### src/rtl/bullet_slot_allocator.sv
// Shared bullet slot pool for two tanks: per-frame arbitration, create strobes, lifetime/release tracking.
// Optional per-tank deny counters are built when BULLET_ALLOC_STATS_EN is defined.
module bullet_slot_allocator #(
  parameter int NUM_SLOTS    = 4,
  parameter int MAX_PER_TANK = 3,
  parameter int SPACING      = 35,
  parameter int LIFETIME     = 300
) (
  input  logic                   CLK,
  input  logic                   RESET,
  input  logic                   frame_tick,
  input  logic                   flush,
  input  logic [1:0]             fire_req,
  input  logic [NUM_SLOTS-1:0]   slot_release,
  output logic [NUM_SLOTS-1:0]   create,
  output logic [NUM_SLOTS-1:0]   slot_active,
  output logic [NUM_SLOTS-1:0]   slot_owner,
  output logic [1:0]             grant,
  output logic [5:0]             tank_count,
`ifdef BULLET_ALLOC_STATS_EN
  output logic [15:0]            deny_count,
`endif
  output logic [2*NUM_SLOTS-1:0] dbg_slot_state
);

  localparam int IW = (NUM_SLOTS > 1) ? $clog2(NUM_SLOTS) : 1;
  // The granting frame counts as the first frame of spacing, so a held request repeats every SPACING frames.
  localparam logic [5:0] CD_LOAD  = (SPACING > 0) ? 6'(SPACING - 1) : 6'd0;
  localparam logic [9:0] AGE_LAST = 10'(LIFETIME - 1);
  localparam logic [2:0] CAP      = 3'(MAX_PER_TANK);

  typedef enum logic [1:0] {
    S_FREE   = 2'd0,
    S_ARMED  = 2'd1,
    S_ACTIVE = 2'd2
  } slot_state_e;

  slot_state_e          state_q [NUM_SLOTS];
  slot_state_e          state_d [NUM_SLOTS];
  logic [9:0]           age_q   [NUM_SLOTS];
  logic [9:0]           age_d   [NUM_SLOTS];
  logic [NUM_SLOTS-1:0] owner_q, owner_d;
  logic [NUM_SLOTS-1:0] create_q, create_d;
  logic [NUM_SLOTS-1:0] active_q, active_d;
  logic [5:0]           cd_q    [2];
  logic [5:0]           cd_d    [2];
  logic [2:0]           cnt_q   [2];
  logic [2:0]           cnt_d   [2];
  logic [3:0]           freed   [2];
  logic                 ptr_q, ptr_d;
  logic [1:0]           grant_q, grant_d;

  logic                 have_a, have_b;
  logic [IW-1:0]        idx_a, idx_b;
  logic [1:0]           elig, give;
  logic [IW-1:0]        sel     [2];

  // Lowest and second-lowest free slot from the registered states only.
  always_comb begin
    have_a = 1'b0;
    have_b = 1'b0;
    idx_a  = '0;
    idx_b  = '0;
    for (int i = 0; i < NUM_SLOTS; i++) begin
      if (state_q[i] == S_FREE) begin
        if (!have_a) begin
          have_a = 1'b1;
          idx_a  = IW'(i);
        end else if (!have_b) begin
          have_b = 1'b1;
          idx_b  = IW'(i);
        end
      end
    end
  end

  always_comb begin
    for (int t = 0; t < 2; t++) begin
      elig[t] = frame_tick && fire_req[t] && (cd_q[t] == '0) && (cnt_q[t] < CAP);
    end
    give   = 2'b00;
    sel[0] = idx_a;
    sel[1] = idx_a;
    ptr_d  = ptr_q;
    if (elig == 2'b11) begin
      if (have_b) begin
        give   = 2'b11;
        sel[1] = idx_b;
      end else if (have_a) begin
        give[ptr_q] = 1'b1;
        ptr_d       = ~ptr_q;
      end
    end else if (elig[0] && have_a) begin
      give[0] = 1'b1;
    end else if (elig[1] && have_a) begin
      give[1] = 1'b1;
    end
  end

  always_comb begin
    owner_d  = owner_q;
    freed[0] = 4'd0;
    freed[1] = 4'd0;
    for (int i = 0; i < NUM_SLOTS; i++) begin
      state_d[i] = state_q[i];
      age_d[i]   = age_q[i];
      case (state_q[i])
        S_ARMED:  state_d[i] = S_ACTIVE;
        S_ACTIVE: begin
          if (slot_release[i] || (frame_tick && (age_q[i] == AGE_LAST))) begin
            state_d[i]        = S_FREE;
            freed[owner_q[i]] = freed[owner_q[i]] + 4'd1;
          end else if (frame_tick) begin
            age_d[i] = age_q[i] + 10'd1;
          end
        end
        S_FREE:   state_d[i] = S_FREE;
        default:  state_d[i] = S_FREE;
      endcase
      for (int t = 0; t < 2; t++) begin
        if (give[t] && (sel[t] == IW'(i))) begin
          state_d[i] = S_ARMED;
          owner_d[i] = (t == 1);
          age_d[i]   = '0;
        end
      end
    end
    for (int t = 0; t < 2; t++) begin
      cnt_d[t] = 3'(4'(cnt_q[t]) + 4'(give[t]) - freed[t]);
      if (give[t])                          cd_d[t] = CD_LOAD;
      else if (frame_tick && cd_q[t] != '0) cd_d[t] = cd_q[t] - 6'd1;
      else                                  cd_d[t] = cd_q[t];
    end
    grant_d = give;
    // A round clear wins over every transition and drops any grant computed this cycle.
    if (flush) begin
      for (int i = 0; i < NUM_SLOTS; i++) state_d[i] = S_FREE;
      for (int t = 0; t < 2; t++) begin
        cd_d[t]  = '0;
        cnt_d[t] = '0;
      end
      grant_d = 2'b00;
    end
    for (int i = 0; i < NUM_SLOTS; i++) begin
      create_d[i] = (state_d[i] == S_ARMED);
      active_d[i] = (state_d[i] != S_FREE);
    end
  end

  always_ff @(posedge CLK) begin
    if (RESET) begin
      for (int i = 0; i < NUM_SLOTS; i++) begin
        state_q[i] <= S_FREE;
        age_q[i]   <= '0;
      end
      for (int t = 0; t < 2; t++) begin
        cd_q[t]  <= '0;
        cnt_q[t] <= '0;
      end
      owner_q  <= '0;
      create_q <= '0;
      active_q <= '0;
      grant_q  <= 2'b00;
      ptr_q    <= 1'b0;
    end else begin
      for (int i = 0; i < NUM_SLOTS; i++) begin
        state_q[i] <= state_d[i];
        age_q[i]   <= age_d[i];
      end
      for (int t = 0; t < 2; t++) begin
        cd_q[t]  <= cd_d[t];
        cnt_q[t] <= cnt_d[t];
      end
      owner_q  <= owner_d;
      create_q <= create_d;
      active_q <= active_d;
      grant_q  <= grant_d;
      if (!flush) ptr_q <= ptr_d;
    end
  end

`ifdef BULLET_ALLOC_STATS_EN
  logic [7:0] deny_q [2];
  logic [7:0] deny_d [2];

  always_comb begin
    for (int t = 0; t < 2; t++) begin
      deny_d[t] = deny_q[t];
      if (flush) deny_d[t] = '0;
      else if (frame_tick && fire_req[t] && !give[t] && (deny_q[t] != 8'hFF))
        deny_d[t] = deny_q[t] + 8'd1;
    end
  end

  always_ff @(posedge CLK) begin
    if (RESET) begin
      deny_q[0] <= '0;
      deny_q[1] <= '0;
    end else begin
      deny_q[0] <= deny_d[0];
      deny_q[1] <= deny_d[1];
    end
  end

  assign deny_count = {deny_q[1], deny_q[0]};
`endif

  always_comb begin
    dbg_slot_state = '0;
    for (int i = 0; i < NUM_SLOTS; i++) dbg_slot_state[2*i +: 2] = state_q[i];
  end

  assign create      = create_q;
  assign slot_active = active_q;
  assign slot_owner  = owner_q;
  assign grant       = grant_q;
  assign tank_count  = {cnt_q[1], cnt_q[0]};

endmodule

### config.mk
export PLATFORM = sky130hd
export DESIGN_NAME = bullet_slot_allocator
export DESIGN_NICKNAME = d
export VERILOG_FILES = /design/src/rtl/bullet_slot_allocator.sv
export SDC_FILE = /design/constraint.sdc
export NUM_CORES = 1
export LEC_CHECK = 0
export CAP_MARGIN = 10
export CORE_AREA = 2 2 105 107
export CTS_BUF_LIST = sky130_fd_sc_hd__clkbuf_16
export DETAILED_ROUTE_END_ITERATION = 12
export DIE_AREA = 0 0 107 109
export PLACE_DENSITY = 0.63
export SYNTH_ARGS = -nofsm -noshare
export SYNTH_HDL_FRONTEND = slang
export SYNTH_SLANG_ARGS = --single-unit
### constraint.sdc
create_clock -name CLK -period 4.2 [get_ports CLK]
set_clock_uncertainty 0.2 [all_clocks]
set_input_delay 0.84 -clock CLK [delete_from_list [all_inputs] [get_ports CLK]]
set_output_delay 0.84 -clock CLK [all_outputs]
set_load 0.05 [all_outputs]
# After elaboration in Yosys (flattened, before gate mapping)
# Memory sizes are Yosys's and may differ from the RTL's.
# Index checks and enable logic that the tools add are counted.
# word_totals
ram_bits	66
register_bits	15
inputBits	10
out_inout_bits	28
memories	4
word_cells	262
# mem_list
memory	words	word_bits	read_ports	rd_ports_with_merged_regs	wr	line	source
age_q	4	10	4	0	4	40	logic [9:0] age_q [NUM_SLOTS];
cd_q	2	6	2	0	2	45	logic [5:0] cd_q [2];
state_q	4	2	4	0	4	38	slot_state_e state_q [NUM_SLOTS];
cnt_q	2	3	2	0	2	47	logic [2:0] cnt_q [2];
# op_classes
n_reduce_logical	51
n_eq_ne	23
n_addsub	14
mux	130
order_cmp	12
bitwise_logic	20
# ops
cell	n
10-bit two-way mux	24
2-bit two-way mux	31
4-bit two-way mux	15
8-bit two-way mux	7
6-bit two-way mux	7
10-bit by 1-bit adder with 10-bit output, second input constant	4
10-bit by 9-bit equality test with 1-bit output, second input constant	4
1-bit two-way mux	29
1-bit logical AND	27
8-bit bitwise mux	3
2-bit by 1-bit equality test with 1-bit output, second input constant	10
2-bit equality test, second input constant	9
4-bit by 1-bit adder with 4-bit output, second input constant	4
4-bit demux with 1-bit select	4
2-bit case mux with 2 select lines	4
2-bit nonzero test	8
7-bit two-way mux	2
2-bit logical NOT	6
6-bit logical NOT	2
12-bit two-way mux	1
1-bit OR	12
6-bit nonzero test	2
6-bit by 1-bit subtractor with 6-bit output, second input constant	2
8-bit AND	1
14 further kinds	32

# Depth between registers and ports, before layout
# Gate-level depths: netlist (run 1).
# depth
word_depth	32
mapped_depth	20
depth_no_buf	20

# Least setup slack after synthesis (run 1)
# OpenSTA, ideal clock, no wires.
# synth_timing
path_type	input port to flip-flop
start	input port slot_release[0]
end	memory cnt_q[1][2], in the netlist cnt_q[0][5]
setup_time_ns	0.128
n_path_buf	0
t_arrival_ns	4.030
cell_stages	19
path_slack_ns	-0.158
required_time_ns	3.872
path_cell_list	a41oi_1 -> nand2b_1 -> a22oi_1 -> o221ai_1 -> a21oi_1 -> ha_1 -> inv_1 -> o22ai_1 -> mux2_2 -> ha_1 -> mux2i_1 -> ha_1 -> inv_1 -> fa_1 -> xor2_1 -> xnor2_1 -> xnor2_1 -> xor2_1 -> nor2_1
# synth_rtl
element	line	source
start, declared	14	input logic [NUM_SLOTS-1:0] slot_release,
end, declared	47	

==> metrics.yaml, run 1 <==
timing:
  fin_crit_ns: 4.24
  rsz0062_at_grt: "yes"
  tightest_slew_ns: 0.884
  post-route-period-util_pct: 101
  fin_ws_ns: -0.0419
  final_hold_viol_count: 0
  clock.fmax_mhz: 236
  slew_headroom_pct: 40.9
  maxSlewViolCount: 0
  setup_viol: 1
setup_path:
  crit_buf_inv: 3
  cp.arrival_ns: 4.23
  critPathCaptureType: "flip-flop"
  slowest_stage: "fa_2"
  cp-start-kind: "primary input"
  worstPathCellList: "buf_6 -> buf_6 -> a41oi_4 -> nand2b_4 -> a22oi_2 -> o221ai_2 -> a21oi_2 -> ha_1 -> nand2_1 -> o41ai_2 -> mux2_4 -> ha_4 -> mux2i_1 -> ha_1 -> inv_1 -> fa_2 -> xnor2_2 -> xnor2_2 -> xnor2_1 -> xnor2_1 -> nor2_1"
  crit_fanout: 7
  critical_path_required_ns: 4.19
  slowest_delay_ns: 0.35
  cp_top_family: "adder cells"
  crit_type: "in2reg"
placement:
  port_buffers: 37
  place_congestion: 0.815
  dp_hpwl_um: 8490
logic_synthesis:
  yosysWarnings: 0
  synth.distinct_cells: 67
  syn_inst: 543
  ys_seq_elements: 81
  syn-num-nets: 586
  netlist_area_um2: 4680
  ys_seq_area_share_pct: 34.6
  synth_edf_count: 0
  synth.area.top_cells: "dfxtp_1, ha_1, xnor2_1"
  yosys.area.top_type_share_pct: 34.6
  synthFlopType: "dfxtp_1"
  synth_area_leader_cell: "dfxtp_1"
  synth_area_per_cell_um2: 8.62
  async_reset_ff_share_pct: 0
min_path:
  hp-class: "reg2reg"
floorplan:
  die_x_um: 107
  dieArea_um2: 11700
  io_pins: 38
  die-height_um: 109
  core_area_um2: 10600
  start_util_pct: 44.1
  placementRows: 38
power_and_ir_drop:
  p_per_area_nw_per_um2: 336
  peakVddDrop_mv: 0.206
  p_leak_nw: 2.37
  p_total_mw: 2.08
clock_network:
  numClockSinks: 81
  clk_pin_slew_ns: 0.06
  ctsHoldBuffers: 0
  clock_tree.buffer_depth: 2
  cts.htree.levels: 3
  numCtsBuffers: 9
  cts_tree: "yes"
  cts_root_buf: "clkbuf_16"
  clkLatencyLatePin_ns: 0.34
layout:
  drive_gt1_share_pct: 18.5
  antenna-diode-count: 0
  utilization_pct: 58.3
  fin_nets: 676
  syn2layout_area_growth_pct: 32.0
global_routing:
  grt_max_degree: 22
  grt_pass1_vias: 4116
  grt_overflow: 0
  antenna_found_initial: 0
  grt_pass1_wl_um: 19500
  grt_usage_pct: 21.2
run:
  drv_cap: 0
routing:
  wl_per_cell_um: 15.0
  wirelength_um: 11700
  dr.pass1.iters: 5
  via_count: 4205
  ant_nets: 0
  drt_iter0_markers: 153
  drc: 0
  vias_per_cell: 5.40
outcome:
  status: "finished with violations"
  violations: "setup timing"
[cells by family after synthesis]
family | Yosys count | synth area share [%]
AO/OA/AOI/OAI | 73 | 11.1
XOR/XNOR | 60 | 11.8
adder cells (fa/ha/maj) | 33 | 9.14
buffers and inverters | 49 | 4.30
flip-flops | 81 | 34.6
multiplexers | 7 | 1.52
AND/OR/NAND/NOR | 240 | 27.4
[per-layer routing]
metal  track usage (%)  wire length [um]
met1              26.0              5240
met2              36.9              5730
met3              4.18               504
met4              7.98               233
met5                 0                 0
[where the power goes]
part	internal [mW]	leakage (nW)	switching [mW]	total [mW]
Combinational	0.101	1.53	0.152	0.253
Sequential	0.784	0.656	0.0164	0.800
Clock	0.702	0.186	0.322	1.02
[sequential cells by signal (all words and copies together), names as in the netlist]
register and cells:
age_q 40, cd_q 12, state_q 8, cnt_q 6, create 4, slot_active 4
slot_owner 4, grant 2, ptr_q 1
[what timing repair did]
action	in CTS	in global routing
setup endpoints to repair	3	2
buffers inserted	6	1
pin swaps	19	5
resized for setup	30	5
[final timing paths]
path	startpoint	to	slack (ns)	depth (start not counted)
max	frame_tick	cnt_q[0][2]	-0.04	21
min	age_q[3][9]	age_q[3][9]	0.33	2
max reg2reg	age_q[1][7]	cnt_q[0][2]	0	20
min reg2reg	age_q[3][9]	age_q[3][9]	0.33	2
[per-stage QoR]
stage | instance area, um^2 | TNS (ns) | setup WS (ns) | hold slack, ns | std cells
floorplan | 4750 | 0 | 0.00163 | 0.286 | 543
CTS | 6140 | -0.0322 | -0.0242 | 0.331 | 777
global route | 6180 | -0.424 | -0.226 | 0.367 | 778
finish | 6180 | -0.0419 | -0.0419 | 0.329 | 778
global placement | 5610 | -2.09 | -0.741 | 0.301 | 756
detailed placement | 5610 | -2.43 | -0.874 | 0.311 | 756
[cells in the final DEF, fill, tap and decap left out, drive strengths merged, types with 5 or more instances in the layout]
cell type	n
dfxtp	81
buf	60
nor2	58
nand2	46
xnor2	38
clkdlybuf4s50	34
inv	32
ha	31
nor3	28
a21oi	21
xor2	20
nand3	17
nor4	17
nand4	11
o21ai	11
and3	9
clkbuf	9
nor2b	8
a31oi	8
mux2i	6
bufinv	5
nand2b	5
and2	5
nor4b	5
or3	5
[Yosys cell counts, drive strengths merged (5+ instances only)]
library cell	n
dfxtp	81
nor2	58
nand2	46
xnor2	38
inv	32
ha	31
nor3	28
a21oi	21
xor2	20
nand3	17
nor4	17
nand4	11
o21ai	11
and3	9
clkbuf	9
a31oi	8
buf	8
nor2b	8
mux2i	6
and2	5
nand2b	5
nor4b	5
or3	5
[worst register-to-register path, delay by kind of cell, from the launching register on]
kind	cells	cell delay, ns
DFF	1	0.33
adders and majority gates	4	1.14
and+or+nand+nor	4	0.74
buffers and inverters	1	0.05
AOI/OAI and AO/OA	5	0.59
xor gates and xnor gates	4	0.64
muxes	2	0.37
[cell type report]
type	instances	area, um^2
tap	140	175
multi-input combinational	413	3050
inverter	32	120
clock inverter	7	166
sequential	81	1630
timing repair buffer	96	818
fill	949	4420
clock buffer	9	225
(Power assumes the default switching activity.)
==> run 2: changes to the inputs <==
==> config.mk (replaced) <==
export PLATFORM = sky130hd
export DESIGN_NAME = bullet_slot_allocator
export DESIGN_NICKNAME = d
export VERILOG_FILES = /design/src/rtl/bullet_slot_allocator.sv
export SDC_FILE = /design/constraint.sdc
export NUM_CORES = 1
export LEC_CHECK = 0
export CAP_MARGIN = 20
export CORE_AREA = 2 2 81 140
export CTS_BUF_LIST = sky130_fd_sc_hd__clkbuf_16
export DETAILED_ROUTE_END_ITERATION = 12
export DIE_AREA = 0 0 83 142
export PLACE_DENSITY = 0.62
export SYNTH_ARGS = -nofsm -noshare
export SYNTH_HDL_FRONTEND = slang
export SYNTH_SLANG_ARGS = --single-unit
==> run 2 against run 1 <==
Net effect:
- the run still ends with setup timing left
- register-to-register slack worse by 0.07 ns
- non-clock buffer count fell by 3
- sequential cell count stayed put
- worst setup slack got worse by 0.058 ns
- design area shrank 2.6%
- sequential share of layout area increased by 0.69 points
- global-route usage shrank 0.76 points
- fmax shrank 1.3%
- utilization decreased by 2.0 points
- largest cell class unchanged
==> metrics.yaml, run 2 (synthesis results as in run 1) <==
setup_path:
  crit_type: "in2reg"
  critPathCaptureType: "flip-flop"
  critical_path_required_ns: 4.22
  crit_fanout: 5
  cp-start-kind: "primary input"
  cp.arrival_ns: 4.32
layout:
  largest_register_ffs: 40
  fill_cells: 984
  antenna-diode-count: 0
  seqCellArea_um2: 1630
  multiInputGateArea_um2: 3040
  reg_top3: "age_q (40), cd_q (12), state_q (8)"
  fin_nets: 673
  layout.cells.most_common_list: "dfxtp_1, nor2_1, buf_4, nand2_1, xnor2_1"
  syn2layout_area_growth_pct: 28.6
  regMostFlops: "age_q"
  final_common_cell: "dfxtp_1"
  drive_gt1_share_pct: 17.8
  instances_no_fill: 764
floorplan:
  start_util_pct: 43.8
  dieArea_um2: 11800
  io_pins: 38
  die-height_um: 142
  die_x_um: 83
  placementRows: 50
  core_area_um2: 10700
timing:
  finalSetupTns_ns: -0.151
  tightest_slew_ns: 0.740
  slew_headroom_pct: 50.3
  final_hold_viol_count: 0
  post-route-period-util_pct: 102
  maxSlewViolCount: 0
  hold_ws_ns: 0.320
  fin_crit_ns: 4.30
  rsz0062_at_grt: "yes"
  clock.fmax_mhz: 233
  setup_viol: 2
  fin_ws_ns: -0.100
clock_network:
  clk_pin_slew_ns: 0.06
  clkLatencyLatePin_ns: 0.34
  cts.htree.levels: 3
  numCtsBuffers: 9
  cts_root_buf: "clkbuf_16"
  ctsHoldBuffers: 0
  clock_tree.buffer_depth: 2
  cts_tree: "yes"
  numClockSinks: 81
global_routing:
  grt_overflow: 0
  grt_pass1_vias: 4250
  grt_usage_pct: 20.4
  antenna_found_initial: 0
  grt_max_degree: 18
  grt_pass1_wl_um: 19600
min_path:
  hp-class: "reg2reg"
placement:
  dp.cells: 747
  dp_hpwl_um: 8960
  place_congestion: 0.868
  port_buffers: 37
routing:
  drt_iter0_markers: 128
  vias_per_cell: 5.46
  drc: 0
  wirelength_um: 11700
  dr.pass1.iters: 4
  wl_per_cell_um: 15.3
  ant_nets: 0
  via_count: 4170
power_and_ir_drop:
  peakVddDrop_mv: 0.213
  p_total_mw: 1.76
  p_per_area_nw_per_um2: 292
  p_leak_nw: 2.29
outcome:
  violations: "setup timing"
  status: "finished with violations"
run:
  drv_cap: 0
==> run 2: critical path, cell delays in order <==
cell     delay (ns)
buf_2          0.11
buf_12         0.13
and4_4         0.15
o21a_1         0.23
o22ai_1        0.22
a21oi_2        0.08
ha_1           0.34
nand2_2        0.10
o41ai_4        0.08
mux2_4         0.30
ha_4           0.27
mux2i_1        0.07
ha_1           0.27
inv_1          0.05
fa_2           0.33
xor2_1         0.17
xnor2_1        0.14
xnor2_1        0.21
xor2_1         0.15
nor2_1         0.06
==> run 2: worst paths after layout <==
kind	end	depth (start not counted)	start	slack, ns
max	cnt_q[0][5]	20	frame_tick	-0.1
min	age_q[3][9]	2	age_q[3][9]	0.32
max reg2reg	cnt_q[0][5]	21	age_q[0][2]	-0.07
min reg2reg	age_q[3][9]	2	age_q[3][9]	0.32
==> run 2: repair_timing <==
action	4_1_cts	5_1_grt
gates resized for setup	28	5
buffers inserted	2	1
pin swaps	17	6
setup endpoints to repair	4	2
==> run 2: where the power goes <==
group	switching, mW	internal, mW	leakage [nW]
sequential	0.0147	0.784	0.656
clock	0.307	0.392	0.121
combinational	0.155	0.105	1.51
==> run 2: final cells by class <==
type / count / area share [%]
clock inverters: 6 / 0.603
well taps: 130 / 2.70
flip-flops and latches: 81 / 27.0
clock buffers: 9 / 3.74
inverters: 32 / 2.00
repair buffers: 93 / 13.5
multi-input cells: 413 / 50.5
==> run 2: through the flow <==
step | util (%) | instance area, um^2 | setup WS (ns)
2_1_floorplan | - | 4750 | 0.00163
3_3_place_gp | 52.6 | 5630 | -0.767
3_5_place_dp | 52.6 | 5630 | -0.864
4_1_cts | 56.0 | 5990 | -0.0565
5_1_grt | 56.3 | 6020 | -0.284
6_report | 56.3 | 6020 | -0.100
==> run 2: per-layer routing <==
metal,vias up,global-route usage (%),part of all wire (%)
met3,18,3.71,2.7
met5,-,0,0
met2,64,39.3,55
met4,0,8.89,2.3
met1,2002,21.3,40
li1,2086,-,-
==> run 3: changes to the inputs <==
--- a/config.mk
+++ b/config.mk
@@ -6,11 +6,13 @@
 export NUM_CORES = 1
 export LEC_CHECK = 0
 export CAP_MARGIN = 20
-export CORE_AREA = 2 2 81 140
+export CORE_AREA = 2 2 75 130
 export CTS_BUF_LIST = sky130_fd_sc_hd__clkbuf_16
 export DETAILED_ROUTE_END_ITERATION = 12
-export DIE_AREA = 0 0 83 142
-export PLACE_DENSITY = 0.62
+export DIE_AREA = 0 0 77 132
+export PLACE_DENSITY = 0.72
+export SETUP_SLACK_MARGIN = 0.4
+export SLEW_MARGIN = 5
 export SYNTH_ARGS = -nofsm -noshare
 export SYNTH_HDL_FRONTEND = slang
 export SYNTH_SLANG_ARGS = --single-unit
==> run 3 against run 2 <==
Net effect:
- the run still ends with setup timing left
- hold slack gained 0.0079 ns
- combinational power is 3% lower
- via count is 0.91% higher
- worst setup slack worse by 0.031 ns
- critical path depth stayed put
- sequential share of layout area grew 0.27 points
- die area fell by 14%
- power grew 6.8%
- global-route usage increased by 2.9 points
- design area decreased by 0.91%
- sequential cell count is the same
- critical endpoint is now cnt_q[0][2]
==> metrics.yaml, run 3 (synthesis results as in run 1) <==
timing:
  final_hold_viol_count: 0
  slew_headroom_pct: 45.0
  setup_viol: 2
  post-route-period-util_pct: 103
  maxSlewViolCount: 0
  fin_crit_ns: 4.33
  finalSetupTns_ns: -0.259
  clock.fmax_mhz: 231
  fin_ws_ns: -0.131
  rsz0062_at_grt: "yes"
  hold_ws_ns: 0.327
  tightest_slew_ns: 0.822
floorplan:
  start_util_pct: 51.5
  core_area_um2: 9090
  dieArea_um2: 10200
  io_pins: 38
  die-height_um: 132
  die_x_um: 77
  placementRows: 46
routing:
  drt_iter0_markers: 142
  met3WireLength_um: 383
  wirelength_um: 11400
  via_count: 4208
  wl_per_cell_um: 15.3
  top_layer: "met4"
  wl_met2_um: 6080
  wl_met1_um: 4540
  vias_per_cell: 5.63
  drc: 0
  dr.pass1.iters: 5
  ant_nets: 0
global_routing:
  grt_pass1_vias: 4174
  grt_overflow: 0
  grt_pass1_wl_um: 19100
  grt_usage_pct: 23.3
  grt_max_degree: 22
  antenna_found_initial: 0
layout:
  final_common_cell: "dfxtp_1"
  fin_nets: 665
  layout.cells.most_common_list: "dfxtp_1, nor2_1, nand2_1, buf_4, xnor2_1"
  utilization_pct: 65.6
  reg_top3: "age_q (40), cd_q (12), state_q (8)"
  fill_cells: 802
  drive_gt1_share_pct: 16.3
  final_area_um2: 5970
  antenna-diode-count: 0
  largest_register_ffs: 40
  regMostFlops: "age_q"
  instances_no_fill: 747
  syn2layout_area_growth_pct: 27.5
clock_network:
  clk_pin_slew_ns: 0.06
  numCtsBuffers: 9
  cts_root_buf: "clkbuf_16"
  numClockSinks: 81
  cts_tree: "yes"
  cts.htree.levels: 3
  clkLatencyLatePin_ns: 0.34
  clock_tree.buffer_depth: 2
setup_path:
  crit_fanout: 3
  cp.arrival_ns: 4.32
  cp-startpoint: "slot_release[0]"
  critPathCaptureType: "flip-flop"
  critical_path_required_ns: 4.19
  worstPathCellList: "dlygate4sd2_1 -> a41oi_4 -> nand2b_4 -> a22oi_2 -> o221ai_1 -> a21oi_1 -> ha_1 -> nand2_1 -> o41ai_2 -> mux2_4 -> ha_4 -> mux2i_1 -> ha_1 -> inv_2 -> fa_2 -> xnor2_2 -> xnor2_1 -> xnor2_1 -> xnor2_1 -> nor2_1"
  cp_top_family: "adder cells"
  path_common_cell: "xnor2_1"
  cp-start-kind: "primary input"
  r2r_slack_ns: -0.09
  slowest_delay_ns: 0.34
  crit_type: "in2reg"
  r2r_start: "age_q[1][4]"
  crit_buf_inv: 2
  slowest_stage: "ha_1"
run:
  drv_cap: 0
placement:
  dp.cells: 727
  dpl_worst_slack_ns: -0.897
  dp_hpwl_um: 8590
  port_buffers: 37
  placed_area_um2: 5560
  place_congestion: 0.886
min_path:
  hp-class: "reg2reg"
  min_from: "age_q[3][4]"
power_and_ir_drop:
  p_total_mw: 1.88
  p_per_area_nw_per_um2: 315
  peakVddDrop_mv: 0.270
  p_leak_nw: 2.27
outcome:
  status: "finished with violations"
  violations: "setup timing"
==> run 3: path summary, 6_finish.rpt <==
| kind | endpoint | cells after the start |
|---|---|---|
| min | age_q[3][4] | 2 |
| min reg2reg | age_q[3][4] | 2 |
| max reg2reg | cnt_q[0][2] | 21 |
| max | cnt_q[0][2] | 20 |
==> run 3: worst reg2reg max path, stage by stage (launching register included) <==
cell and delay (ns):
dfxtp_2 0.33, nor4bb_4 0.28, buf_4 0.14, and4_4 0.21
o21ai_2 0.07, a22oi_2 0.16, o221ai_1 0.12, a21oi_1 0.16
ha_1 0.27, nand2_1 0.09, o41ai_2 0.08, mux2_4 0.31
ha_4 0.27, mux2i_1 0.07, ha_1 0.29, inv_2 0.04
fa_2 0.34, xnor2_2 0.14, xnor2_1 0.19, xnor2_1 0.17
xnor2_1 0.15, nor2_1 0.07
==> run 3: area by class of cell <==
cell class                      count  area [um^2]  area share (%)
Clock inverter                      7         85.1            1.43
Clock buffer                        9          225            3.78
Tap cell                          120          150            2.52
Sequential cell                    81         1630            27.3
Multi-Input combinational cell    413         3010            50.4
Timing Repair Buffer               85          748            12.5
Inverter                           32          120            2.01
==> run 3: power breakdown <==
part	leakage (nW)	internal [mW]	switching (mW)
Combinational	1.47	0.0999	0.153
Clock	0.150	0.514	0.310
Sequential	0.657	0.784	0.0164
==> run 3: layer usage <==
metal	GRT usage [%]	up-vias
met5	0	-
met4	10.1	0
li1	-	2074
met1	25.0	2006
met3	5.07	29
met2	43.1	99
==> run 3: what timing repair did <==
action / CTS / global route
setup buffers: 4 / 0
hold buffers: 0 / 0
gates resized for setup: 15 / 7
pin swaps: 16 / 11
endpoints found under the setup margin: 4 / 4
